File: config.mk
export PLATFORM = sky130hd
export DESIGN_NAME = mem_port_arbiter
export DESIGN_NICKNAME = d
export VERILOG_FILES = /design/src/rtl/mem_port_arbiter.sv
export SDC_FILE = /design/constraint.sdc
export NUM_CORES = 1
export LEC_CHECK = 0
export CORE_ASPECT_RATIO = 1.4
export CORE_UTILIZATION = 60
export DETAILED_ROUTE_END_ITERATION = 8
export DONT_BUFFER_PORTS = 1
export PLACE_DENSITY = 0.86
export SLEW_MARGIN = 20
export SYNTH_ARGS = -nofsm -noshare
export SYNTH_HDL_FRONTEND = slang
export SYNTH_SLANG_ARGS = --single-unit
File: constraint.sdc
create_clock -name clk -period 3.7 [get_ports clk]
set_input_delay 0 -clock clk [delete_from_list [all_inputs] [get_ports clk]]
set_output_delay 0 -clock clk [all_outputs]
set_load 0.005 [all_outputs]
File: src/rtl/mem_port_arbiter.sv
`timescale 1ns/1ps
// Shares one single-ported MIPS150 memory between the I-fetch and load/store ports.
// One transaction in flight; round-robin on contention; big-endian byte lanes for stores.
module mem_port_arbiter #(
    parameter int AW     = 14,
    parameter int RD_LAT = 1
) (
    input  logic          clk,
    input  logic          rst,
    input  logic          i_req,
    input  logic [AW-1:0] i_addr,
    output logic          i_done,
    output logic [31:0]   i_rdata,
    input  logic          d_req,
    input  logic [AW-1:0] d_addr,
    input  logic [1:0]    d_memwrite,
    input  logic [31:0]   d_wdata,
    output logic          d_done,
    output logic          d_err,
    output logic [31:0]   d_rdata,
    output logic          mem_en,
    output logic [3:0]    mem_we,
    output logic [AW-3:0] mem_addr,
    output logic [31:0]   mem_wdata,
    input  logic          mem_ready,
    input  logic [31:0]   mem_rdata
);
    typedef enum logic [1:0] {S_IDLE, S_ISSUE, S_WAIT} state_t;

    state_t        r_state, w_state;
    logic          r_favor_d, w_favor_d;
    logic          r_port_d, w_port_d;
    logic          r_load, w_load;
    logic [2:0]    r_cnt, w_cnt;
    logic          r_mem_en, w_mem_en;
    logic [3:0]    r_mem_we, w_mem_we;
    logic [AW-3:0] r_mem_addr, w_mem_addr;
    logic [31:0]   r_mem_wdata, w_mem_wdata;
    logic          r_i_done, w_i_done;
    logic          r_d_done, w_d_done;
    logic          r_d_err, w_d_err;
    logic [31:0]   r_i_rdata, w_i_rdata;
    logic [31:0]   r_d_rdata, w_d_rdata;

    logic          w_grant_d, w_grant_i, w_contend, w_misaligned;
    logic [3:0]    w_be;
    logic [31:0]   w_wd;
    logic [1:0]    w_unused_ialign;

    // Fetch addresses are word aligned by construction; the byte offset is ignored.
    assign w_unused_ialign = i_addr[1:0];

    assign w_contend = i_req && d_req;
    assign w_grant_d = d_req && (!i_req || r_favor_d);
    assign w_grant_i = i_req && !w_grant_d;
    assign w_misaligned = ((d_memwrite == 2'b10) && d_addr[0]) ||
                          ((d_memwrite == 2'b11) && (d_addr[1:0] != 2'b00));

    // Lane 3 (bits 31:24) is byte offset 0: big-endian enables.
    always_comb begin
        w_be = 4'b0000;
        w_wd = d_wdata;
        case (d_memwrite)
            2'b01: begin
                w_be = 4'b1000 >> d_addr[1:0];
                w_wd = {4{d_wdata[7:0]}};
            end
            2'b10: begin
                w_be = d_addr[1] ? 4'b0011 : 4'b1100;
                w_wd = {2{d_wdata[15:0]}};
            end
            2'b11:   w_be = 4'b1111;
            default: w_be = 4'b0000;
        endcase
    end

    always_comb begin
        w_state     = r_state;
        w_favor_d   = r_favor_d;
        w_port_d    = r_port_d;
        w_load      = r_load;
        w_cnt       = r_cnt;
        w_mem_en    = r_mem_en;
        w_mem_we    = r_mem_we;
        w_mem_addr  = r_mem_addr;
        w_mem_wdata = r_mem_wdata;
        w_i_done    = 1'b0;
        w_d_done    = 1'b0;
        w_d_err     = 1'b0;
        w_i_rdata   = r_i_rdata;
        w_d_rdata   = r_d_rdata;
        case (r_state)
            S_IDLE: begin
                if (w_grant_d || w_grant_i) begin
                    // The pointer only moves on contention, so it always favours the last loser.
                    if (w_contend) w_favor_d = w_grant_i;
                    w_port_d = w_grant_d;
                    if (w_grant_d && w_misaligned) begin
                        w_d_done = 1'b1;
                        w_d_err  = 1'b1;
                    end else begin
                        w_state     = S_ISSUE;
                        w_mem_en    = 1'b1;
                        w_load      = w_grant_i || (d_memwrite == 2'b00);
                        w_mem_addr  = w_grant_d ? d_addr[AW-1:2] : i_addr[AW-1:2];
                        w_mem_we    = w_grant_d ? w_be : 4'b0000;
                        w_mem_wdata = w_grant_d ? w_wd : 32'h0;
                    end
                end
            end
            S_ISSUE: begin
                if (mem_ready) begin
                    w_mem_en = 1'b0;
                    w_mem_we = 4'b0000;
                    if (r_load) begin
                        w_state = S_WAIT;
                        w_cnt   = 3'(RD_LAT);
                    end else begin
                        w_state  = S_IDLE;
                        w_d_done = 1'b1;
                    end
                end
            end
            S_WAIT: begin
                if (r_cnt == 3'd1) begin
                    w_state = S_IDLE;
                    if (r_port_d) begin
                        w_d_rdata = mem_rdata;
                        w_d_done  = 1'b1;
                    end else begin
                        w_i_rdata = mem_rdata;
                        w_i_done  = 1'b1;
                    end
                end else begin
                    w_cnt = r_cnt - 3'd1;
                end
            end
            default: w_state = S_IDLE;
        endcase
    end

    always_ff @(posedge clk or posedge rst) begin
        if (rst) begin
            r_state     <= S_IDLE;
            r_favor_d   <= 1'b1;
            r_port_d    <= 1'b0;
            r_load      <= 1'b0;
            r_cnt       <= 3'd0;
            r_mem_en    <= 1'b0;
            r_mem_we    <= 4'b0000;
            r_mem_addr  <= '0;
            r_mem_wdata <= 32'h0;
            r_i_done    <= 1'b0;
            r_d_done    <= 1'b0;
            r_d_err     <= 1'b0;
            r_i_rdata   <= 32'h0;
            r_d_rdata   <= 32'h0;
        end else begin
            r_state     <= w_state;
            r_favor_d   <= w_favor_d;
            r_port_d    <= w_port_d;
            r_load      <= w_load;
            r_cnt       <= w_cnt;
            r_mem_en    <= w_mem_en;
            r_mem_we    <= w_mem_we;
            r_mem_addr  <= w_mem_addr;
            r_mem_wdata <= w_mem_wdata;
            r_i_done    <= w_i_done;
            r_d_done    <= w_d_done;
            r_d_err     <= w_d_err;
            r_i_rdata   <= w_i_rdata;
            r_d_rdata   <= w_d_rdata;
        end
    end

    assign i_done    = r_i_done;
    assign i_rdata   = r_i_rdata;
    assign d_done    = r_d_done;
    assign d_err     = r_d_err;
    assign d_rdata   = r_d_rdata;
    assign mem_en    = r_mem_en;
    assign mem_we    = r_mem_we;
    assign mem_addr  = r_mem_addr;
    assign mem_wdata = r_mem_wdata;

endmodule

; Yosys cells after proc, flatten, opt, wreduce, memory -nomap -nowiden
; Cells that the tools add are included.
; W data, S select, Z words.
[totals]
elab_cells = 90
regBits = 124
inputBits = 99
[classes]
bitwise = 2
reduce_logical = 25
muxes = 35
n_shift = 1
add_sub_neg = 1
n_eq_ne = 12
[op_table]
columns = operator, count
row1 = $pmux W32 S2, 1
row2 = $mux W32, 1
row3 = $mux W4, 5
row4 = $mux W1, 13
row5 = $mux W12, 1
row6 = $ne A2 B2 Y1 const B, 6
row7 = $pmux W4 S3, 1
row8 = $reduce_and A3 Y1, 4
row9 = $reduce_and A4 Y1, 3
row10 = $mux W2, 5
row11 = $mux W3, 3
row12 = $pmux W4 S2, 1
row13 = $eq A2 B2 Y1 const B, 3
row14 = $logic_and A1 B1 Y1, 6
row15 = $pmux W2 S3, 1
row16 = $pmux W3 S2, 1
row17 = $reduce_bool A2 Y1, 3
row18 = $eq A2 B1 Y1 const B, 2
row19 = $logic_not A2 Y1, 2
row20 = $logic_or A1 B1 Y1, 4
row21 = $shr A4 B2 Y4 const A, 1
row22 = $eq A3 B1 Y1 const B, 1
row23 = $pmux W1 S3, 1
row24 = $sub A3 B1 Y3 const B, 1
row25 = other kinds (4), 6

; Logic depth before layout (Yosys ltp)
; Gate-level depths: netlist of run 1.
[logic_depth]
ltp_word = 8
mapped_depth = 7
depth_no_buf = 6

; Least setup slack after synthesis of run 1
; OpenSTA, ideal clock, no wires.
[synth_timing]
path_type = register -> register
startpoint = register r_favor_d
endpoint = register r_mem_addr[0], in the netlist mem_addr[0]
stages_incl_launch_ff = 6
arrival_time_ns = 1.626
setup_slack_ns = 1.950
required_ns = 3.575
path_cell_list = dfstp_2 nor2b_4 nor2_1 clkbuf_1 mux2_2 mux2_2
[synth_between]
elab_chain_len = 6
[synth_rtl]
columns = element, line
row1 = "start, declared", 31  ; logic r_favor_d, w_favor_d;
row2 = "start signal, assigned", 160  ; r_favor_d <= w_favor_d;
row3 = $logic_or A1 B1 Y1 *, 54  ; assign w_grant_d = d_req && (!i_req || r_favor_d);
row4 = $logic_and A1 B1 Y1 *, 54
row5 = $logic_not A1 Y1, 55  ; assign w_grant_i = i_req && !w_grant_d;
row6 = $logic_and A1 B1 Y1, 55
row7 = $logic_or A1 B1 Y1, 94  ; if (w_grant_d || w_grant_i) begin
row8 = $reduce_and A3 Y1 (no source line), --
row9 = "end signal, assigned", 166  ; r_mem_addr <= w_mem_addr;
row10 = "end, declared", 37  ; logic [AW-3:0] r_mem_addr, w_mem_addr;
; Mark *: on every way between the ends. The rest lies on a longest branch, timed or not.
; A chain may end at the register's enable or synchronous reset.

; Worst setup path after layout of run 1
[layout_timing]
startpoint = register r_favor_d
endpoint = register r_mem_addr[6], in the netlist mem_addr[6]
; The elaborated chain is that of the path after synthesis.

==> impl_results.md, run 1 <==
- Status: complete, no violations
- Area growth syn-to-layout: 25.8%
- Final GP Congestion: 0.784
- CTS sink cnt: 124
- Switching power: between 1.5 and 2 mW
- Setup TNS: 0 ns
- Die span in x: 82.7 microns
- Crit-path most repeated cell: mux2_2
- Synth unique cells: 40
- Antenna violation net count after detailed routing: 0
- RSZ-0062 raised after global routing: no
- Total routed wirelength: approximately 13 mm
- Area of the mapped netlist: around 5500 sq um
- Vias in the first global route: 3914
- Iteration count of the initial detailed-routing pass: 5
- Period minus WS final: 2.66 ns
- I/O Buffers: 0
- Worst Path Arrival: 2.95 ns
- Die area: 9520 sq um
- Global-route wire length before repair: between 20 and 25 mm
- Cell internal pwr: 3.80 mW
- Post-synth ARST share: 100%
- Power Density: 806 nW/um^2
- Switching Share: 31.5%
- Worst IR Drop VDD: 0.000539 V
- Utilization after layout: between 70% and 80%
- Synth Net Count: around 500
- CORE AREA: between 8000 and 9000 sq um
- Relative slew slack: approximately a fifth
- HPWL after DPL: 8.25 mm
- Pins Over Slew Limit: 0
- DR DRC count: 0
- DRT iter0 DRCs: 126
- CTS tree: done
- Worst EP required: 3.99 ns
- Vias/cell: 6.04
- Slew @ Worst Pin: about 1.2 ns
- Fin crit share: between 70% and 80%
- Die H: 115 microns
- Clock Power Share: just under 30%
- Clock Tree Buf Depth: 2
- MaxCap Viol Count: 0
- DP Area: 5510 sq um
- Most frequent cells in the layout: dfrtp_1 (123), mux2_2 (110), dlygate4sd3_1 (79)
- Antenna violations before repair: 0
- Kind of critical path: flop to flop
- Yosys warnings: 0
- Grt ovf: 0
- Cts bufs inserted: 17
- Critical-path maximum fanout: 11
- Hold Crit Class: input port to flop
- Worst Setup End Kind: flop
- CP max-delay cell: dfstp_2
- Startpoint class of the critical path: flop
- Combinational group share of total power: 24.4%
- H-tree levels: 4
- Largest net degree at the start of global routing: just under 60
- Synth Flop Type: dfrtp_1
- Worst-path clk slew: approximately 0.060 ns
- Post-layout nets: between 500 and 600
- Worst skew pair latency: 0.41 ns
- Final instance area: approximately 7000 sq um
- Max Freq: 375 MHz
- Num rows: 40
- Clock root buffer: clkbuf_16
- Crit-path max cell delay: 0.57 ns
- Post-CTS Repair Setup Buffers: 0
- Gr usage total: 29.5%
- Final setup violation count: 0
- FF+latch count, synth: 124
- Ant diodes: 0
- Clk_skew: 0.0113 ns
- Initial Utilization: 62.9%
- CP cell instances: nor2b_4 -> nor2_2 -> buf_4 -> mux2_2 -> dlygate4sd3_1 -> mux2_2
- EDFF count, synth: 0
- Hold Violations, Final: 0
- Seq pwr share: 46.4%
- Routed len/inst: roughly 22 microns
- Vias: 3692
- Pleak: 3.05 nW
- Syn Area/Cell: 13.4 sq um
- Most common cell after layout, fill and taps aside: dfrtp_1
- Post-Syn Instances: 410
- Io pins: 215
- Share of layout cells above drive strength 1: 31.0%
- Sequential-to-total area share from yosys stat: 56.7%
==> registers in the layout (all words and copies together) (netlist names) <==
name,flops
i_done,1
r_load,1
r_port_d,1
r_favor_d,1
mem_we,4
mem_addr,12
r_cnt,3
d_err,1
mem_wdata,32
d_done,1
d_rdata,32
i_rdata,32
r_state,2
mem_en,1
==> area by class of cell <==
type	instances	area (sq um)
inverters	17	66.3
multi-input cells	248	2160
flip-flops and latches	124	3100
fillers	490	1820
repair buffers	85	836
clock buffers	19	443
well taps	105	131
clock inverters	13	143
==> per-stage QoR <==
step                power [mW]  hold WS, ns  std cells  setup slack, ns
floorplan                 3.51        0.105        410            0.402
global placement          3.71      -0.0976        500             1.54
detailed placement        3.82      -0.0943        500             1.46
CTS                       5.55      0.00410        611             1.03
global route              5.84       0.0145        611            0.950
finish                    5.55       0.0172        611             1.04
==> kinds of logic (layout without fill, tap and decap cells) <==
family / count (synthesis) / count (layout) / synth area share, %
adder cells (fa/ha/maj): 6 / 6 / 1.37
buffers and inverters: 38 / 134 / 3.84
AO/OA/AOI/OAI: 44 / 44 / 6.33
multiplexers: 125 / 125 / 25.4
AND/OR/NAND/NOR: 71 / 71 / 6.03
XOR/XNOR: 2 / 2 / 0.320
flip-flops: 124 / 124 / 56.7
==> Yosys cell counts, types with 2 or more instances <==
library cell | instances | area share, %
o21a_1 | 2 | 0.27
dfrtp_1 | 123 | 56
buf_4 | 2 | 0.27
nor2b_1 | 4 | 0.46
nor3_1 | 2 | 0.18
o21ai_0 | 6 | 0.55
xor2_1 | 2 | 0.32
a21oi_1 | 2 | 0.18
a311oi_1 | 16 | 2.6
nand2_1 | 33 | 2.3
buf_2 | 5 | 0.46
clkbuf_1 | 5 | 0.34
nor2_1 | 22 | 1.5
mux2i_1 | 13 | 2.4
a31oi_1 | 2 | 0.23
ha_1 | 6 | 1.4
a22o_1 | 9 | 1.4
buf_6 | 7 | 1.4
mux2_1 | 2 | 0.41
mux2_2 | 110 | 23
nand2b_1 | 2 | 0.23
inv_1 | 17 | 1.2
==> power groups by stage <==
stage	logic, mW	clock network, mW	registers, mW
floorplan	1.11	0	2.40
global placement	1.16	0	2.55
detailed placement	1.25	0	2.58
CTS	1.34	1.64	2.57
global route	1.47	1.71	2.67
finish	1.35	1.62	2.58
==> path summary, 6_finish.rpt <==
check                      depth (start not counted)  slack, ns        start       endpoint
max                                                6       1.04    r_favor_d    mem_addr[6]
min                                                3       0.02  d_wdata[27]  mem_wdata[27]
max reg2reg                                        6       1.04    r_favor_d    mem_addr[6]
min reg2reg                                        1       0.52       r_load       r_cnt[2]
max in group asynchronous                          3       2.56          rst    mem_addr[1]
min in group asynchronous                          2       0.08          rst    i_rdata[30]
==> routing by layer <==
| metal | vias up | part of all wire [%] | global-route usage [%] |
|---|---|---|---|
| met5 | - | 0 | 0 |
| met2 | 189 | 54 | 51.4 |
| met3 | 24 | 8.7 | 10.8 |
| met4 | 0 | 2.4 | 13.0 |
| met1 | 1857 | 35 | 31.2 |
| li1 | 1622 | - | - |
==> worst max-delay path: cells and delay by family, from the launching register on <==
family,cells,cell delay [ns]
buffers and inverters,2,0.87
flip-flops,1,0.57
multiplexers,2,0.63
AND/OR/NAND/NOR,2,0.48
==> what timing repair did <==
item / CTS / global route
hold buffers: 79 / 0
hold endpoints to repair: 171 / 0
gates resized for setup: 0 / 0
Power figures use the tool's default switching activity.
==> run 2: changes to the inputs <==
--- a/config.mk
+++ b/config.mk
@@ -6,10 +6,10 @@
 export NUM_CORES = 1
 export LEC_CHECK = 0
 export CORE_ASPECT_RATIO = 1.4
-export CORE_UTILIZATION = 60
+export CORE_UTILIZATION = 57
 export DETAILED_ROUTE_END_ITERATION = 8
 export DONT_BUFFER_PORTS = 1
-export PLACE_DENSITY = 0.86
+export PLACE_DENSITY = 0.85
 export SLEW_MARGIN = 20
 export SYNTH_ARGS = -nofsm -noshare
 export SYNTH_HDL_FRONTEND = slang
==> constraint.sdc (replaced) <==
create_clock -name clk -period 2.4 [get_ports clk]
set_input_delay 0 -clock clk [delete_from_list [all_inputs] [get_ports clk]]
set_output_delay 0 -clock clk [all_outputs]
set_load 0.005 [all_outputs]
==> impl_results.md, run 2 (same netlist as run 1, synthesis figures left out) <==
- Worst IR Drop VDD: 0.000826 V
- Cell internal pwr: 5.87 mW
- Worst skew pair latency: 0.41 ns
- Routed len/inst: 23.6 microns
- I/O Buffers: 0
- Critical-path maximum fanout: 17
- Vias/cell: 6.28
- Io pins: between 200 and 250
- Vias in the first global route: 4478
- Filler cells: 511
- Global-route wire length before repair: 22.7 mm
- Fin crit share: 97.7%
- Kind of critical path: flop to flop
- Clock Power Share: between 20% and 30%
- Tot Pwr: 8.71 mW
- Worst-path clk slew: 0.06 ns
- HPWL after DPL: slightly above 8 mm
- Post-CTS Repair Setup Buffers: 0
- Die H: 118 microns
- Largest net degree at the start of global routing: 66
- Gr usage total: a little under a third
- H-tree levels: 4
- Num rows: 42
- CORE AREA: 9410 sq um
- Clock Tree Buf Depth: 2
- RSZ-0062 raised after global routing: no
- Most frequent cells in the layout: dfrtp_1 (123), mux2_2 (110), dlygate4sd3_1 (81)
- Switching Share: 32.6%
- Worst Path Arrival: 2.69 ns
- DR DRC count: 20
- Most common cell after layout, fill and taps aside: dfrtp_1
- CTS tree: done
- Status: finished, violations left
- Antenna violation net count after detailed routing: 0
- Area of the multi-input gates: 2170 sq um
- Clock root buffer: clkbuf_16
- Post-layout nets: just over 600
- Relative slew slack: 38.8%
- Seq pwr share: 45.9%
- Switching power: 2.83 mW
- Crit-path max cell delay: 0.63 ns
- Max Freq: 426 MHz
- CTS sink cnt: approximately 120
- Antenna violations before repair: 1
- Clk_skew: 0.00898 ns
- Iteration count of the initial detailed-routing pass: 9
- Area growth syn-to-layout: 27.8%
- CP cell instances: nor2b_4 -> nand2b_1 -> a2111oi_2 -> dlygate4sd3_1
- Violated checks: design-rule violations
- Total routed wirelength: 14.7 mm
- Die area: 10000 sq um
- Die span in x: 84.8 microns
- Share of layout cells above drive strength 1: 32.0%
- Grt ovf: 0
- Cts bufs inserted: 17
- DRT iter0 DRCs: 249
- MaxCap Viol Count: 0
- Power Density: between 1000 and 1500 nW/um^2
- FF+latch area: 3100 sq um
- Vias: 3912
- Slew @ Worst Pin: 0.916 ns
- Period minus WS final: 2.35 ns
- Pleak: 3.10 nW
- CTS hold repair buffers: 81
- Pins Over Slew Limit: 0
- Combinational group share of total power: between 20 and 30%
- Final setup violation count: 0
- Final GP Congestion: 0.857
- Setup TNS: 0 ns
- Worst Setup End Kind: flop
- Initial Utilization: around three fifths
- Startpoint class of the critical path: flop
- Post-cts resize count: 0
- Hold Crit Class: input port to flop
- Hold Violations, Final: 0
- CP max-delay cell: dlygate4sd3_1
- Worst EP required: 2.74 ns
run 2: path summary, 6_finish.rpt:
path | startpoint | to | slack, ns | depth (start not counted)
setup / recovery | r_favor_d | d_err | 0.05 | 4
hold / removal | d_addr[1] | mem_we[3] | 0.02 | 3
setup reg to reg | r_favor_d | d_err | 0.05 | 4
hold reg to reg | mem_en | mem_en | 0.53 | 1
max in group asynchronous | rst | d_rdata[23] | 1.33 | 3
min in group asynchronous | rst | mem_wdata[29] | 0.26 | 2
run 2: power groups by stage:
stage / Clock [mW] / Combinational, mW / Sequential, mW
5_1_grt: 2.66 / 2.34 / 4.09
2_1_floorplan: 0 / 1.71 / 3.70
3_3_place_gp: 0 / 1.84 / 3.91
3_5_place_dp: 0 / 1.98 / 3.96
4_1_cts: 2.56 / 2.10 / 3.94
6_report: 2.52 / 2.18 / 4.00
run 2: final cells by class:
type                    instances  share of cell area [%]
well taps                     110                    1.97
inverters                      17                   0.965
multi-input cells             248                    31.1
clock inverters                15                    2.34
flip-flops and latches        124                    44.4
diodes                          1                  0.0358
repair buffers                 91                    13.2
clock buffers                  17                    6.08
run 2: worst max-delay path, delay by kind of cell, from the launching register on:
family          cells  cell delay [ns]
compound gates      1             0.55
buf+inv             1             0.63
simple gates        2             0.53
flops               1             0.57
run 2: stage by stage:
stage               cell area, sq um  setup slack (ns)  hold WS (ns)  utilization [%]  std cells
finish                          7000            0.0544        0.0237             74.4        623
CTS                             6990            0.0876       0.00138             74.3        622
floorplan                       5480             0.650         0.105                -        410
global route                    7000            0.0176        0.0206             74.4        623
detailed placement              5590             0.407        0.0887             59.4        509
global placement                5590             0.515        0.0730             59.4        509
run 2: layer usage:
metal  wire [microns]  part of all wire (%)  track usage (%)  up-vias
met4              777                   5.3             19.0        0
met1             4890                    33             30.9     1918
met2             7480                    51             51.4      290
met5                0                     0                0        -
li1                 -                     -                -     1637
met3             1590                    11             11.4       67
